**config.mk**
```make
export PLATFORM = sky130hd
export DESIGN_NAME = smi_uart_arbiter_flat
export DESIGN_NICKNAME = d
export VERILOG_FILES = /design/src/rtl/smi_uart_arbiter_if.sv /design/src/rtl/smi_uart_arbiter.sv /design/src/flat_wrapper.sv
export SDC_FILE = /design/constraint.sdc
export NUM_CORES = 1
export LEC_CHECK = 0
export CAP_MARGIN = 40
export CORE_ASPECT_RATIO = 1.1
export CORE_MARGIN = 2
export CORE_UTILIZATION = 49
export CTS_CLUSTER_SIZE = 10
export DETAILED_ROUTE_END_ITERATION = 8
export GPL_ROUTABILITY_DRIVEN = 0
export MAX_ROUTING_LAYER = met4
export PLACE_DENSITY = 0.79
export RECOVER_POWER = 50
export SETUP_SLACK_MARGIN = 0.15
export SLEW_MARGIN = 20
export SYNTH_ARGS = -nofsm -noshare
export SYNTH_HDL_FRONTEND = slang
export SYNTH_SLANG_ARGS = --single-unit
```
**constraint.sdc**
```tcl
create_clock -name i_clk -period 2.67 [get_ports i_clk]
set_input_delay 0.4005 -clock i_clk [delete_from_list [all_inputs] [get_ports i_clk]]
set_output_delay 0.4005 -clock i_clk [all_outputs]
set_load 0.03 [all_outputs]
```
**src/rtl/smi_uart_arbiter_if.sv**
```systemverilog
// Byte-stream bundle between the two packet sources, the arbiter and the UART
// transmitter. The arbiter connects as slave; the sources/sink side as master.
interface smi_uart_arbiter_if;
   logic       S_A_VALID;
   logic       S_A_READY;
   logic [7:0] S_A_DATA;
   logic       S_A_LAST;
   logic       S_B_VALID;
   logic       S_B_READY;
   logic [7:0] S_B_DATA;
   logic       S_B_LAST;
   logic       M_VALID;
   logic       M_READY;
   logic [7:0] M_DATA;
   logic       M_LAST;

   modport slave (
      input  S_A_VALID, S_A_DATA, S_A_LAST,
      input  S_B_VALID, S_B_DATA, S_B_LAST,
      input  M_READY,
      output S_A_READY, S_B_READY,
      output M_VALID, M_DATA, M_LAST
   );

   modport master (
      output S_A_VALID, S_A_DATA, S_A_LAST,
      output S_B_VALID, S_B_DATA, S_B_LAST,
      output M_READY,
      input  S_A_READY, S_B_READY,
      input  M_VALID, M_DATA, M_LAST
   );
endinterface

```
**src/rtl/smi_uart_arbiter.sv**
```systemverilog
// Packet-level round-robin arbiter sharing one UART byte stream between the SMI
// receive stream (A) and the console stream (B), with a stall timeout.
module smi_uart_arbiter #(
   parameter int unsigned IDLE_TIMEOUT = 4096,
   parameter bit          OPT_LOWPOWER = 1'b0
) (
   input  logic               i_clk,
   input  logic               i_reset,
   smi_uart_arbiter_if.slave  bus,
   output logic [1:0]         o_grant,
   output logic [7:0]         o_timeouts
);

   typedef enum logic [1:0] {IDLE, OWN_A, OWN_B} state_t;

   localparam logic [15:0] CNT_MAX = 16'(IDLE_TIMEOUT - 1);

   state_t      state;
   state_t      state_nxt;
   logic        last_b;
   logic [15:0] idle_cnt;

   logic        vld_p1;
   logic [7:0]  m_data_p1;
   logic        m_last_p1;

   logic        out_free;
   logic        expire;
   logic        ready_a;
   logic        ready_b;
   logic        take_a;
   logic        take_b;
   logic        load;
   logic [7:0]  ld_data;
   logic        ld_last;
   logic        own_valid;

   // Expiry and READY come only from registered state, so a byte arriving on
   // the expiry cycle is never accepted: the timeout wins.
   always_comb begin
      out_free  = !vld_p1 || bus.M_READY;
      expire    = (state != IDLE) && (idle_cnt == CNT_MAX);
      ready_a   = (state == OWN_A) && out_free && !expire;
      ready_b   = (state == OWN_B) && out_free && !expire;
      take_a    = bus.S_A_VALID && ready_a;
      take_b    = bus.S_B_VALID && ready_b;
      load      = take_a || take_b;
      ld_data   = take_b ? bus.S_B_DATA : bus.S_A_DATA;
      ld_last   = take_b ? bus.S_B_LAST : bus.S_A_LAST;
      own_valid = (state == OWN_B) ? bus.S_B_VALID : bus.S_A_VALID;
   end

   always_ff @(posedge i_clk or posedge i_reset) begin
      if (i_reset) state <= IDLE;
      else         state <= state_nxt;
   end

   always_comb begin
      state_nxt = state;
      case (state)
         IDLE: begin
            if (bus.S_A_VALID && bus.S_B_VALID) state_nxt = last_b ? OWN_A : OWN_B;
            else if (bus.S_A_VALID)             state_nxt = OWN_A;
            else if (bus.S_B_VALID)             state_nxt = OWN_B;
         end
         OWN_A:   if (expire || (take_a && bus.S_A_LAST)) state_nxt = IDLE;
         OWN_B:   if (expire || (take_b && bus.S_B_LAST)) state_nxt = IDLE;
         default: state_nxt = IDLE;
      endcase
   end

   always_ff @(posedge i_clk or posedge i_reset) begin
      if (i_reset) begin
         idle_cnt   <= '0;
         last_b     <= 1'b1;
         o_timeouts <= '0;
      end else begin
         if (state == IDLE || load) idle_cnt <= '0;
         else if (!own_valid)       idle_cnt <= idle_cnt + 16'd1;
         if (state == OWN_A && state_nxt == IDLE) last_b <= 1'b0;
         if (state == OWN_B && state_nxt == IDLE) last_b <= 1'b1;
         if (expire && o_timeouts != 8'hFF) o_timeouts <= o_timeouts + 8'd1;
      end
   end

   // Stage p1: single output register feeding the transmitter.
   always_ff @(posedge i_clk or posedge i_reset) begin
      if (i_reset) begin
         vld_p1    <= 1'b0;
         m_data_p1 <= '0;
         m_last_p1 <= 1'b0;
      end else if (load) begin
         vld_p1    <= 1'b1;
         m_data_p1 <= ld_data;
         m_last_p1 <= ld_last;
      end else if (bus.M_READY) begin
         vld_p1 <= 1'b0;
         if (OPT_LOWPOWER) begin
            m_data_p1 <= '0;
            m_last_p1 <= 1'b0;
         end
      end
   end

   assign bus.S_A_READY = ready_a;
   assign bus.S_B_READY = ready_b;
   assign bus.M_VALID   = vld_p1;
   assign bus.M_DATA    = m_data_p1;
   assign bus.M_LAST    = m_last_p1;
   assign o_grant       = {state == OWN_B, state == OWN_A};

endmodule

```
**src/flat_wrapper.sv**
```systemverilog
// flat-port wrapper written by rule: the top's interface ports become plain ports
module smi_uart_arbiter_flat 
#(
   parameter int unsigned IDLE_TIMEOUT = 4096,
   parameter bit          OPT_LOWPOWER = 1'b0
)
  (i_clk, i_reset, o_grant, o_timeouts, bus_S_A_VALID, bus_S_A_DATA, bus_S_A_LAST, bus_S_B_VALID, bus_S_B_DATA, bus_S_B_LAST, bus_M_READY, bus_S_A_READY, bus_S_B_READY, bus_M_VALID, bus_M_DATA, bus_M_LAST);
  smi_uart_arbiter_if bus_i ();
  input  logic i_clk;
  input  logic i_reset;
  output logic [1:0] o_grant;
  output logic [7:0] o_timeouts;
  input wire logic [$bits(bus_i.S_A_VALID)-1:0] bus_S_A_VALID;
  input wire logic [$bits(bus_i.S_A_DATA)-1:0] bus_S_A_DATA;
  input wire logic [$bits(bus_i.S_A_LAST)-1:0] bus_S_A_LAST;
  input wire logic [$bits(bus_i.S_B_VALID)-1:0] bus_S_B_VALID;
  input wire logic [$bits(bus_i.S_B_DATA)-1:0] bus_S_B_DATA;
  input wire logic [$bits(bus_i.S_B_LAST)-1:0] bus_S_B_LAST;
  input wire logic [$bits(bus_i.M_READY)-1:0] bus_M_READY;
  output wire logic [$bits(bus_i.S_A_READY)-1:0] bus_S_A_READY;
  output wire logic [$bits(bus_i.S_B_READY)-1:0] bus_S_B_READY;
  output wire logic [$bits(bus_i.M_VALID)-1:0] bus_M_VALID;
  output wire logic [$bits(bus_i.M_DATA)-1:0] bus_M_DATA;
  output wire logic [$bits(bus_i.M_LAST)-1:0] bus_M_LAST;
  assign bus_i.S_A_VALID = bus_S_A_VALID;
  assign bus_i.S_A_DATA = bus_S_A_DATA;
  assign bus_i.S_A_LAST = bus_S_A_LAST;
  assign bus_i.S_B_VALID = bus_S_B_VALID;
  assign bus_i.S_B_DATA = bus_S_B_DATA;
  assign bus_i.S_B_LAST = bus_S_B_LAST;
  assign bus_i.M_READY = bus_M_READY;
  assign bus_S_A_READY = bus_i.S_A_READY;
  assign bus_S_B_READY = bus_i.S_B_READY;
  assign bus_M_VALID = bus_i.M_VALID;
  assign bus_M_DATA = bus_i.M_DATA;
  assign bus_M_LAST = bus_i.M_LAST;
  smi_uart_arbiter #(.IDLE_TIMEOUT(IDLE_TIMEOUT), .OPT_LOWPOWER(OPT_LOWPOWER)) u_core (.i_clk(i_clk), .i_reset(i_reset), .bus(bus_i), .o_grant(o_grant), .o_timeouts(o_timeouts));
endmodule
```
==> out/results.txt <==
status -> completed
most area-hungry cell type in the Yosys netlist -> dfrtp_1
CP Data Arrival Time -> 1970 ps
Slew @ Worst Pin -> 904.6 ps
CP most frequent cell -> or4_4
first-pass GRT wire length -> 6644 microns
Core Region -> 0.003655 sq mm
Post-Synthesis Cells -> 192
Seq/Total Area, Yosys -> 49.33%
total clock sinks -> 37
Leakage Power -> 1.163 nW
path depth of the worst reg2reg path -> 6
Finished Layout Cells -> 294
Chip Width -> 63.05 microns
Ys Warns -> 0
switching share of power -> 37.16%
vias in the first global route -> 1406
Post-Place Setup Slack -> 51.05 ps
Reg power frac -> 36.5%
Multi-input gate area -> 898.4 sq um
initial antenna violation count -> 0
period utilization -> 88.91%
r2r startpoint -> u_core.idle_cnt[12]$_DFFE_PP0P_
count of final hold-check violations -> 0
Rows -> 23
Max Slew Vio Count -> 0
die height -> 68.95 microns
top_reg_cell synth -> dfrtp_1
ANT cells -> 0
critical path depth -> 5
Reg2Reg Capture Point -> u_core.idle_cnt[0]$_DFFE_PP0P_
ys async rst share -> 100.0%
FMAX -> 421.2 MHz
root buffer cell -> clkbuf_8
skew final -> 5.112 ps
relative max-transition margin -> 39.69%
flop2flop setup slack -> 530 ps
Crit Path Max Fanout -> 2
Crit path max-delay family -> simple AND/OR/NAND/NOR gates
Hold Crit Class -> reg2reg
hpwl dp -> 2958 microns
DR vias -> 1543
Post-Syn Area per Cell -> 9.788 sq um
EDFF count, synth -> 0
Post-Syn Area -> 0.001879 sq mm
H-tree levels -> 2
worst-case clock buffer depth -> 2
IO Pins -> 45
maxcap violations -> 0
crit path capture type -> output port
critical path required time -> 2270 ps
Buf/Inv on CP -> 1
Die Area -> 0.004347 sq mm
drt wl/cell -> 13.88 microns
effective utilization at floorplan -> 51.42%
largest net degree at the start of global routing -> 38
cell-internal power -> 1.290 mW
Critical Path Start -> u_core.idle_cnt[12]$_DFFE_PP0P_
hold buffer count at cts -> 0
CTS buffer count -> 5
worst hold start -> u_core.o_timeouts[5]$_DFFE_PP0P_
Final Instance Area -> 0.002514 sq mm
share of post-route cells with drive strength above 1 -> 11.07%
DR vias/cell -> 5.248
Clock power frac -> 24.2%
pwr/cell area -> 816.8 mW/mm^2
Starting DRT DRC Count -> 131
Worst-Skew Late Latency -> 290 ps
largest cells by area after synthesis -> dfrtp_1 (48%), xor2_1 (7.5%), nor2_1 (6.8%)
Routed Antenna Nets -> 0
total gr overflow -> 0
min cycle time layout -> 2374 ps
RSZ-0062 raised after global routing -> no
final setup violation count -> 0
combinational power share -> 39.3%
critical path class -> reg2out
placed cell count -> 285
post-synthesis cell type count -> 37
FF+latch area -> 927.1 sq um
post-route setup TNS -> 0 ps
clock edge transition at the registers on the reported setup and hold paths -> 70 ps
drt first pass iters -> 4
Sw Pwr -> 0.7630 mW
Placed Area -> 0.002394 sq mm
syn nets -> 217
crit path max-delay cell type -> or4_4
FILL cells -> 276
Yosys reg bits -> 37
port bufs -> 44
CTS tree -> built
WL final -> 4080 microns
top cell type's share of synthesized area -> 47.94%
Area growth syn-to-layout -> 33.75%
VDD IR max -> 0.0004912 V
Global Route Usage Sum -> 20.53%
end of the critical path -> bus_S_B_READY
# DRC -> 0
Final #Nets -> 268
slowest stage delay, CP -> 540 ps
Startpoint Class -> flip-flop
Setup WS post-layout -> 296.1 ps
crit path cell chain -> or4_4, or4_4, nand2_2, nor2_1, buf_4
## state kept, by name (all words and copies together) (netlist names)
name	count
u_core.bus.M_DATA	8
u_core.bus.M_LAST	1
u_core.bus.M_VALID	1
u_core.idle_cnt	16
u_core.last_b	1
u_core.o_timeouts	8
u_core.state	2
## stage by stage
step | utilization, % | hold slack, ps | power, mW
detailed placement | 65.49 | 477.9 | 1.611
CTS | 68.40 | 487.7 | 2.102
global route | 68.78 | 502.4 | 2.184
global placement | 65.49 | 471.6 | 1.581
floorplan | - | 480.0 | 1.310
finish | 68.78 | 485.4 | 2.053
## cells by family (layout without fill, tap and decap cells)
family	Yosys count	count (layout)	share of synthesized area, %
AOI/OAI and AO/OA	25	25	8.256
xor gates and xnor gates	22	22	10.25
adders and majority gates	2	2	1.331
buffers and inverters	13	65	3.195
DFF	37	37	49.33
muxes	10	10	5.393
and+or+nand+nor	83	83	22.24
## Yosys cell counts (2+ instances only)
cell        n
clkbuf_1    4
nand2b_1    3
a211oi_1    2
a2111oi_1   2
xnor2_1     6
nand3_1     9
a31oi_1     3
nand2_1    12
ha_1        2
o21ai_0     4
nand4_1     6
and3_1      4
xor2_1     16
mux2i_1     9
a21oi_1    12
nor3_1      3
buf_2       3
nor2_1     34
dfrtp_1    36
inv_1       5
## placed cells by master, fill, tap and decap left out, types with 3 or more instances in the layout
master | Yosys | routed
buf_4 | 0 | 8
nand2_1 | 12 | 11
xor2_1 | 16 | 16
and3_1 | 4 | 4
mux2i_1 | 9 | 9
dfrtp_1 | 36 | 36
nand3_1 | 9 | 9
inv_1 | 5 | 5
nor2_1 | 34 | 34
xnor2_1 | 6 | 6
nand4_1 | 6 | 6
a21oi_1 | 12 | 12
nor3_1 | 3 | 3
nand2b_1 | 3 | 3
a31oi_1 | 3 | 3
o21ai_0 | 4 | 4
clkbuf_8 | 0 | 6
clkdlybuf4s50_1 | 0 | 31
dlygate4sd3_1 | 0 | 11
## worst min-delay path by stage
stage                     cells after the start                               end
after CTS                                     1  u_core.o_timeouts[5]$_DFFE_PP0P_
after global placement                        1  u_core.o_timeouts[5]$_DFFE_PP0P_
final                                         1  u_core.o_timeouts[5]$_DFFE_PP0P_
after global routing                          1  u_core.o_timeouts[5]$_DFFE_PP0P_
after floorplan                               2         u_core.last_b$_DFFE_PP1P_
after detailed placement                      1  u_core.o_timeouts[5]$_DFFE_PP0P_
## cell type report
class,count,area share [%]
clock buffers,7,3.435
inverters,5,0.7466
repair buffers,52,19.51
flip-flops and latches,37,36.88
clock inverters,1,1.195
well taps,50,2.489
multi-input cells,142,35.74
## worst register-to-register path: cells and delay by family, from the launching register on
kind                   cells  cell delay (ps)
buffers and inverters      1              170
AOI/OAI and AO/OA          1              260
DFF                        1              380
and+or+nand+nor            4             1270
## power groups by stage
| stage | logic [mW] | clock network [mW] | registers, mW |
|---|---|---|---|
| floorplan | 0.427 | 0 | 0.883 |
| global placement | 0.824 | 0 | 0.756 |
| detailed placement | 0.847 | 0 | 0.763 |
| CTS | 0.837 | 0.512 | 0.753 |
| global route | 0.879 | 0.535 | 0.770 |
| finish | 0.806 | 0.498 | 0.750 |
## what timing repair did
item                       CTS  global route
buffers inserted             0             1
resized for setup           10             4
pin swaps                    0             1
setup endpoints to repair    2             2
## per-layer routing
| metal | GRT usage (%) | wire (microns) |
|---|---|---|
| met1 | 25.28 | 1778 |
| met2 | 34.04 | 2045 |
| met3 | 5.195 | 213 |
| met4 | 5.833 | 42 |
| met5 | - | 0 |
(Power assumes the default switching activity.)
